<file path="src/rtl/udma_jtag_fifo_ctrl.sv">
// JTAG FIFO transfer sequencer: streams RX words into the uDMA RX channel and
// fetches TX words from L2 via req/gnt, with per-direction counts and EOT events.
module udma_jtag_fifo_ctrl #(
  parameter int unsigned LEN_W     = 16,
  parameter bit          DROP_IDLE = 1'b0
) (
  input  logic             clk_i,
  input  logic             rst_i,
  input  logic             cfg_rx_start_i,
  input  logic [LEN_W-1:0] cfg_rx_len_i,
  input  logic             cfg_rx_clr_i,
  input  logic             cfg_tx_start_i,
  input  logic [LEN_W-1:0] cfg_tx_len_i,
  input  logic             cfg_tx_clr_i,
  output logic             cfg_rx_busy_o,
  output logic [LEN_W-1:0] cfg_rx_remain_o,
  output logic             cfg_tx_busy_o,
  output logic [LEN_W-1:0] cfg_tx_remain_o,
  input  logic [31:0]      jtag_rx_data_i,
  input  logic             jtag_rx_valid_i,
  output logic             jtag_rx_ready_o,
  output logic [31:0]      udma_rx_data_o,
  output logic             udma_rx_valid_o,
  input  logic             udma_rx_ready_i,
  output logic             udma_tx_req_o,
  input  logic             udma_tx_gnt_i,
  input  logic [31:0]      udma_tx_data_i,
  input  logic             udma_tx_valid_i,
  output logic             udma_tx_ready_o,
  output logic [31:0]      jtag_tx_data_o,
  output logic             jtag_tx_valid_o,
  input  logic             jtag_tx_ready_i,
  output logic             evt_rx_eot_o,
  output logic             evt_tx_eot_o,
  output logic             rx_drop_o
);

  typedef enum logic [1:0] {RX_IDLE, RX_RUN, RX_DRAIN} rx_state_e;
  typedef enum logic [1:0] {TX_IDLE, TX_REQ, TX_DATA} tx_state_e;

  localparam logic [LEN_W-1:0] ONE = LEN_W'(1);

  rx_state_e        rx_state_q, rx_state_d;
  logic [LEN_W-1:0] rx_remain_q, rx_remain_d;
  logic [31:0]      rx_data_q, rx_data_d;
  logic             rx_valid_q, rx_valid_d;
  logic             rx_eot_q, rx_eot_d;
  logic             rx_drop_q, rx_drop_d;

  tx_state_e        tx_state_q, tx_state_d;
  logic [LEN_W-1:0] tx_remain_q, tx_remain_d;
  logic [31:0]      tx_data_q, tx_data_d;
  logic             tx_valid_q, tx_valid_d;
  logic             tx_eot0_q, tx_eot0_d;
  logic             tx_discard_q, tx_discard_d;

  logic rx_ready, rx_acc, rx_out_acc;
  logic tx_req, tx_ready, tx_load, tx_out_acc, tx_last_acc;

  always_ff @(posedge clk_i or posedge rst_i) begin
    if (rst_i) begin
      rx_state_q   <= RX_IDLE;
      rx_remain_q  <= '0;
      rx_data_q    <= '0;
      rx_valid_q   <= 1'b0;
      rx_eot_q     <= 1'b0;
      rx_drop_q    <= 1'b0;
      tx_state_q   <= TX_IDLE;
      tx_remain_q  <= '0;
      tx_data_q    <= '0;
      tx_valid_q   <= 1'b0;
      tx_eot0_q    <= 1'b0;
      tx_discard_q <= 1'b0;
    end else begin
      rx_state_q   <= rx_state_d;
      rx_remain_q  <= rx_remain_d;
      rx_data_q    <= rx_data_d;
      rx_valid_q   <= rx_valid_d;
      rx_eot_q     <= rx_eot_d;
      rx_drop_q    <= rx_drop_d;
      tx_state_q   <= tx_state_d;
      tx_remain_q  <= tx_remain_d;
      tx_data_q    <= tx_data_d;
      tx_valid_q   <= tx_valid_d;
      tx_eot0_q    <= tx_eot0_d;
      tx_discard_q <= tx_discard_d;
    end
  end

  // RX: one-entry output register, refilled in the same cycle it drains
  always_comb begin
    rx_ready = 1'b0;
    case (rx_state_q)
      RX_IDLE: rx_ready = DROP_IDLE;
      RX_RUN:  rx_ready = !rx_valid_q || udma_rx_ready_i;
      default: rx_ready = 1'b0;
    endcase
    if (cfg_rx_clr_i) rx_ready = 1'b0;
  end

  assign rx_acc     = jtag_rx_valid_i && rx_ready;
  assign rx_out_acc = rx_valid_q && udma_rx_ready_i;

  always_comb begin
    rx_state_d  = rx_state_q;
    rx_remain_d = rx_remain_q;
    rx_data_d   = rx_data_q;
    rx_valid_d  = rx_valid_q && !rx_out_acc;
    rx_eot_d    = 1'b0;
    rx_drop_d   = 1'b0;
    if (cfg_rx_clr_i) begin
      rx_state_d  = RX_IDLE;
      rx_remain_d = '0;
      rx_data_d   = '0;
      rx_valid_d  = 1'b0;
      rx_drop_d   = rx_valid_q && !rx_out_acc;
    end else begin
      case (rx_state_q)
        RX_IDLE: begin
          rx_drop_d = rx_acc;
          if (cfg_rx_start_i) begin
            if (cfg_rx_len_i == '0) begin
              rx_eot_d = 1'b1;
            end else begin
              rx_state_d  = RX_RUN;
              rx_remain_d = cfg_rx_len_i;
            end
          end
        end
        RX_RUN: begin
          if (rx_acc && rx_remain_q != '0) begin
            rx_data_d   = jtag_rx_data_i;
            rx_valid_d  = 1'b1;
            rx_remain_d = rx_remain_q - ONE;
            if (rx_remain_q == ONE) rx_state_d = RX_DRAIN;
          end
        end
        RX_DRAIN: begin
          if (!rx_valid_d) begin
            rx_state_d = RX_IDLE;
            rx_eot_d   = 1'b1;
          end
        end
        default: rx_state_d = RX_IDLE;
      endcase
    end
  end

  // TX: a request is raised only once the JTAG-side register has drained, and
  // a word granted before a clear is still swallowed via tx_discard_q
  assign tx_req      = (tx_state_q == TX_REQ) && !tx_valid_q && !tx_discard_q && !cfg_tx_clr_i;
  assign tx_ready    = tx_discard_q || ((tx_state_q == TX_DATA) && !tx_valid_q);
  assign tx_load     = udma_tx_valid_i && (tx_state_q == TX_DATA) && !tx_valid_q && !tx_discard_q;
  assign tx_out_acc  = tx_valid_q && jtag_tx_ready_i;
  assign tx_last_acc = (tx_state_q == TX_DATA) && (tx_remain_q == '0) && tx_out_acc && !cfg_tx_clr_i;

  always_comb begin
    tx_state_d   = tx_state_q;
    tx_remain_d  = tx_remain_q;
    tx_data_d    = tx_data_q;
    tx_valid_d   = tx_valid_q && !tx_out_acc;
    tx_eot0_d    = 1'b0;
    tx_discard_d = tx_discard_q && !udma_tx_valid_i;
    if (cfg_tx_clr_i) begin
      tx_state_d   = TX_IDLE;
      tx_remain_d  = '0;
      tx_data_d    = '0;
      tx_valid_d   = 1'b0;
      tx_discard_d = tx_discard_d ||
                     ((tx_state_q == TX_DATA) && !tx_valid_q && !udma_tx_valid_i);
    end else begin
      case (tx_state_q)
        TX_IDLE: begin
          if (cfg_tx_start_i) begin
            if (cfg_tx_len_i == '0) begin
              tx_eot0_d = 1'b1;
            end else begin
              tx_state_d  = TX_REQ;
              tx_remain_d = cfg_tx_len_i;
            end
          end
        end
        TX_REQ: begin
          if (tx_req && udma_tx_gnt_i && tx_remain_q != '0) begin
            tx_remain_d = tx_remain_q - ONE;
            tx_state_d  = TX_DATA;
          end
        end
        TX_DATA: begin
          if (tx_load) begin
            tx_data_d  = udma_tx_data_i;
            tx_valid_d = 1'b1;
            if (tx_remain_q != '0) tx_state_d = TX_REQ;
          end else if (tx_last_acc) begin
            tx_state_d = TX_IDLE;
          end
        end
        default: tx_state_d = TX_IDLE;
      endcase
    end
  end

  assign cfg_rx_busy_o   = (rx_state_q != RX_IDLE);
  assign cfg_rx_remain_o = rx_remain_q;
  assign cfg_tx_busy_o   = (tx_state_q != TX_IDLE);
  assign cfg_tx_remain_o = tx_remain_q;
  assign jtag_rx_ready_o = rx_ready;
  assign udma_rx_data_o  = rx_data_q;
  assign udma_rx_valid_o = rx_valid_q;
  assign udma_tx_req_o   = tx_req;
  assign udma_tx_ready_o = tx_ready;
  assign jtag_tx_data_o  = tx_data_q;
  assign jtag_tx_valid_o = tx_valid_q;
  assign evt_rx_eot_o    = rx_eot_q;
  assign evt_tx_eot_o    = tx_eot0_q || tx_last_acc;
  assign rx_drop_o       = rx_drop_q;

endmodule

</file>
<file path="config.mk">
export PLATFORM = sky130hd
export DESIGN_NAME = udma_jtag_fifo_ctrl
export DESIGN_NICKNAME = d
export VERILOG_FILES = /design/src/rtl/udma_jtag_fifo_ctrl.sv
export SDC_FILE = /design/constraint.sdc
export NUM_CORES = 1
export LEC_CHECK = 0
export BUFFER_PORTS_ARGS = -buffer_cell sky130_fd_sc_hd__buf_2
export CORE_UTILIZATION = 40
export CTS_BUF_LIST = sky130_fd_sc_hd__clkbuf_4 sky130_fd_sc_hd__clkbuf_8 sky130_fd_sc_hd__clkbuf_16
export DETAILED_ROUTE_END_ITERATION = 10
export GPL_ROUTABILITY_DRIVEN = 0
export PLACE_DENSITY = 0.77
export SLEW_MARGIN = 20
export SYNTH_ARGS = -nofsm -noshare
export SYNTH_HDL_FRONTEND = slang
export SYNTH_SLANG_ARGS = --single-unit
</file>
<file path="constraint.sdc">
create_clock -name clk_i -period 5.2 [get_ports clk_i]
set_input_delay 0.52 -clock clk_i [delete_from_list [all_inputs] [get_ports clk_i]]
set_output_delay 0.52 -clock clk_i [all_outputs]
set_load 0.02 [all_outputs]
</file>
Word level (Yosys, flattened, before mapping)
Index checks and enable logic that the tools add are counted.
- word-level logic and storage cells: 132
- bits in read-only memories: 0
- bits in latches: 0
- register bits after elaboration: 106
- memories: 0
- input port bits: 107
- bits in writable memories: 0
- multiplexer cells: 51
- $mul: 0
- bitwise gates (word level): 0
- equal/unequal tests: 15
- $lt $le $gt $ge: 0
- add/subtract/negate cells: 2
- reduce and logical (&&, ||, !) cells: 52
- shift operators: 0
- divide/modulo/power cells: 0
- operator list (operator ; number):
    32-bit 2-to-1 mux ; 6
    16-bit 2-to-1 mux ; 8
    16-bit case mux with 2 select lines ; 2
    16-bit zero test ; 3
    16-bit nonzero test ; 2
    16-bit by 1-bit subtractor with 16-bit output, second input constant ; 2
    2-bit 2-to-1 mux ; 13
    3-bit inequality test, second input constant ; 7
    1-bit logical AND ; 20
    1-bit 2-to-1 mux ; 19
    16-bit by 1-bit equality test with 1-bit output, second input constant ; 1
    2-bit case mux with 3 select lines ; 2
    2-bit nonzero test ; 6
    5-bit AND reduction ; 2
    4-bit AND reduction ; 2
    1-bit zero test ; 7
    3-bit nonzero test ; 2
    2-bit by 1-bit equality test with 1-bit output, second input constant ; 2
    2-bit equality test, second input constant ; 2
    2-bit zero test ; 2
    1-bit logical OR ; 4
    4-bit by 3-bit inequality test with 1-bit output, second input constant ; 1
    4-bit inequality test, second input constant ; 1
    2-bit AND reduction ; 2
    other kinds (2) ; 2

Depth between registers and ports, before layout
- word-level depth: 9
- depth in mapped cells: 8
- mapped depth without buffers: 7

Least setup slack after synthesis
No wires, ideal clock.
- path kind: input-to-reg
- start point: in cfg_rx_len_i[14]
- end point: reg rx_remain_q[4] (netlist: cfg_rx_remain_o[4])
- setup time: 121 ps
- arrival time: 2127 ps
- stages: 6
- slack: 2952 ps
- required time: 5079 ps
- path through: or4_4 > o41ai_4 > and2_4 > buf_8 > nor2_2 > a22o_1
- word-level cells in the longest chain between the ends: 3
- RTL lines (element ; RTL line ; text):
    start, declared ; 10 ; input logic [LEN_W-1:0] cfg_rx_len_i,
    16-bit zero test ; 122 ; if (cfg_rx_len_i == '0) begin
    3-bit inequality test (no line) ; -- ;
    4-bit AND reduction (no line) ; -- ;
    end signal, assigned ; 76 ; rx_remain_q <= rx_remain_d;
    end, declared ; 44 ; logic [LEN_W-1:0] rx_remain_q, rx_remain_d;
Every way passes these cells.
A chain may end at the register's enable or synchronous reset.

Final worst setup path
- start point: reg tx_state_q[0]
- end point: out udma_tx_req_o
- word-level cells in the longest chain between the ends: 4
- RTL lines (element ; RTL line ; text):
    start, declared ; 50 ; tx_state_e tx_state_q, tx_state_d;
    start signal, assigned ; 81 ; tx_state_q <= tx_state_d;
    2-bit by 1-bit equality test with 1-bit output ; 151 ; assign tx_req = (tx_state_q == TX_REQ) && !tx_valid_q && !tx_discard_q && !cfg_tx_clr_i;
    1-bit logical AND (3 in a row) ; 151 ;
    end, declared ; 25 ; output logic udma_tx_req_o,
Every way passes these cells.

==> run_results.csv <==
group,metric,value,unit
status,status,"finished, final reports clean",
worst_setup_path,cp-startpoint,"tx_state_q[0]",
clocking,cts.sinks,106,
route,first_pass_iters,5,
placement,placed_area,6680,sq um
route,drt_iter0_markers,495,
clocking,clockBufferDepth,2,
worst_setup_path,r2r-end,"cfg_tx_remain_o[8]",
global_routing,grtUsageMet2,33.8,%
timing,fmax,341,MHz
route,ant_nets,0,
synth,synth_edf_count,0,
timing,setup_viol,0,
global_routing,grt_pass1_vias,4687,
final_layout,synthToLayoutAreaGrowth,27.1,%
global_routing,grt_usage,21.0,%
placement,place_hpwl,10400,um
timing,min_period,2.93,ns
timing,tightest_slew,1.01,ns
synth,ys_top_cells_by_area,"dfrtp_1, mux2_2, a22o_1",
power,combPwrFrac,23.2,%
hold_path,min_path_type,"in -> async",
clocking,cts_resized,0,
clocking,cts_tree,"built",
clocking,cts_setup_buffers,0,
floorplan,coreArea,13300,sq um
worst_setup_path,cp.required,4.68,ns
timing,slew_viol_final,0,
power,power.leakage,3.59,nW
synth,yosysMostFrequentCell,"dfrtp_1",
final_layout,fin_area,6990,sq um
clocking,clock-root-buffer,"clkbuf_16",
power,clkPwrFrac,33.5,%
power,p_per_area,309,nW/um^2
placement,portBuffers,212,
floorplan,fp.dieH,119,um
worst_setup_path,worst-path-max-fanout,28,
clocking,numCtsBuffers,9,
timing,finClkSkew,0.00925,ns
floorplan,num_rows,42,
worst_setup_path,reg2regPathDepth,5,
timing,period_share,56.4,%
final_layout,drive_gt1_share,39.8,%
synth,yosysWarnings,0,
power,p_int,1.45,mW
synth,ys_top_cells_by_count,"dfrtp_1, nand2_1, nor2b_1, a22o_1, mux2_2",
synth,synth_seq_cells,106,
worst_setup_path,regToRegSetupSlack,2.65,ns
timing,hold_slack,0.249,ns
floorplan,ios,213,
worst_setup_path,critPathKind,"reg -> out",
timing,rsz0062_at_grt,"false",
global_routing,grt_max_degree,61,
power,p_seq_share,43.2,%
timing,hold_violations,0,
clocking,ctsHtreeMaxLevel,3,
clocking,clk_pin_slew_worst_paths,0.08,ns
synth,ys_async_sr_fraction,100,%
final_layout,diodes,0,
route,viasPerCell,5.57,
worst_setup_path,setup.worst_path.end,"udma_tx_req_o",
floorplan,die_w,119,um
power,p_sw,0.707,mW
global_routing,grt-busiest-layer,"met2",
synth,ys_seq_area_share,48.2,%
synth,synth_largest_area_cell,"dfrtp_1",
flow_run,maxCapViolCount,0,
power,switching_share,32.7,%
timing,setup-tns-final,0,ns
synth,ys_types,70,
final_layout,fin_nets,838,
global_routing,grt_antenna_before_repair,0,
worst_setup_path,cp.arrival,2.41,ns
synth,synth_area_per_cell,10.4,sq um
route,avgRoutedWirePerCell,16.3,um
global_routing,grt_first_pass_wirelength,24000,um
final_layout,fin_util,52.4,%
synth,syn_nets,642,
timing,relSlewSlack,32.6,%
global_routing,use_met1,28.3,%
worst_setup_path,rr_startpoint,"tx_state_q[0]",
global_routing,grt_overflow,0,
global_routing,grt_use_met3,3.40,%
route,drc_errors,0,
worst_setup_path,end_kind,"primary output",
floorplan,dieArea,14200,sq um
floorplan,start_util,41.2,%
synth,yosys.area.top_type_share,48.2,%
clocking,clk_latency,0.35,ns
route,vias,5051,
worst_setup_path,start_kind,"register",
route,totalWireLength,14800,um
synth,synth_area,5500,sq um
clocking,ctsHoldBuffers,0,
power,peakVddDrop,0.163,mV
synth,synth_cells,530,
synth,ys.flop_type,"dfrtp_1",
==> how the worst min path moves through the flow <==
stage / end / cells after the start / from
after floorplan: tx_eot0_q / 1 / tx_state_q[1]
after CTS: cfg_rx_remain_o[11] / 2 / rst_i
final: cfg_rx_remain_o[11] / 2 / rst_i
after detailed placement: jtag_tx_data_o[10] / 1 / jtag_tx_data_o[10]
after global placement: jtag_tx_data_o[5] / 1 / jtag_tx_data_o[5]
after global routing: cfg_rx_remain_o[15] / 2 / rst_i
==> sequential cells by signal (all words and copies together) (netlist names), 2 cells and up <==
register         flops
cfg_rx_remain_o     16
cfg_tx_remain_o     16
jtag_tx_data_o      32
rx_state_q           2
tx_state_q           2
udma_rx_data_o      32
==> per-stage QoR <==
stage | power, mW | instances | setup slack [ns]
floorplan | 1.28 | 530 | 1.89
CTS | 2.18 | 907 | 2.25
global placement | 1.44 | 891 | 2.63
detailed placement | 1.45 | 891 | 2.56
global route | 2.27 | 907 | 2.06
finish | 2.16 | 907 | 2.27
==> worst max-delay path, stage by stage (launching register included) <==
cell	delay (ns)
dfrtp_1	0.76
nand2b_1	0.70
nor4_1	0.37
buf_2	0.22
==> layout make-up <==
cell class | count | area (sq um)
Fill cell | 1196 | 6350
Clock buffer | 10 | 239
Clock inverter | 6 | 72.6
Inverter | 12 | 47.5
Multi-Input combinational cell | 380 | 2660
Sequential cell | 106 | 2650
Tap cell | 176 | 220
Timing Repair Buffer | 217 | 1100
==> logic make-up after synthesis <==
family                   Yosys count  synth area share (%)
AND/OR/NAND/NOR                  183                  18.9
multiplexers                      33                  6.73
buffers and inverters             44                  3.55
flip-flops                       106                  48.2
AO/OA/AOI/OAI                    159                  21.5
adder cells (fa/ha/maj)            5                  1.14
==> routing by layer <==
| layer | wire length, um | vias to the layer above |
|---|---|---|
| li1 | - | 2367 |
| met1 | 6570 | 2428 |
| met2 | 6940 | 232 |
| met3 | 994 | 24 |
| met4 | 262 | 0 |
| met5 | 0 | - |
==> power by group through the flow <==
stage	clock, mW	combinational (mW)	sequential [mW]
6_report	0.725	0.502	0.935
5_1_grt	0.775	0.548	0.944
3_5_place_dp	0	0.500	0.949
2_1_floorplan	0	0.286	0.992
4_1_cts	0.744	0.503	0.933
3_3_place_gp	0	0.495	0.948
==> cell usage in the layout, fill, tap and decap left out, types with 5 or more instances in the layout <==
cell / n
o21a_1: 6
nor2b_1: 39
ha_1: 5
buf_2: 212
nor3_1: 7
nor4_1: 12
dfrtp_1: 106
a22o_1: 36
and2_1: 6
o211ai_1: 6
clkbuf_16: 9
nor2_1: 20
nand2b_1: 6
o21ai_0: 26
inv_1: 11
nand2_1: 40
buf_4: 5
mux2_2: 31
a21oi_1: 30
o31ai_1: 7
nand3_1: 9
a22oi_1: 5
(Power assumes the default switching activity.)
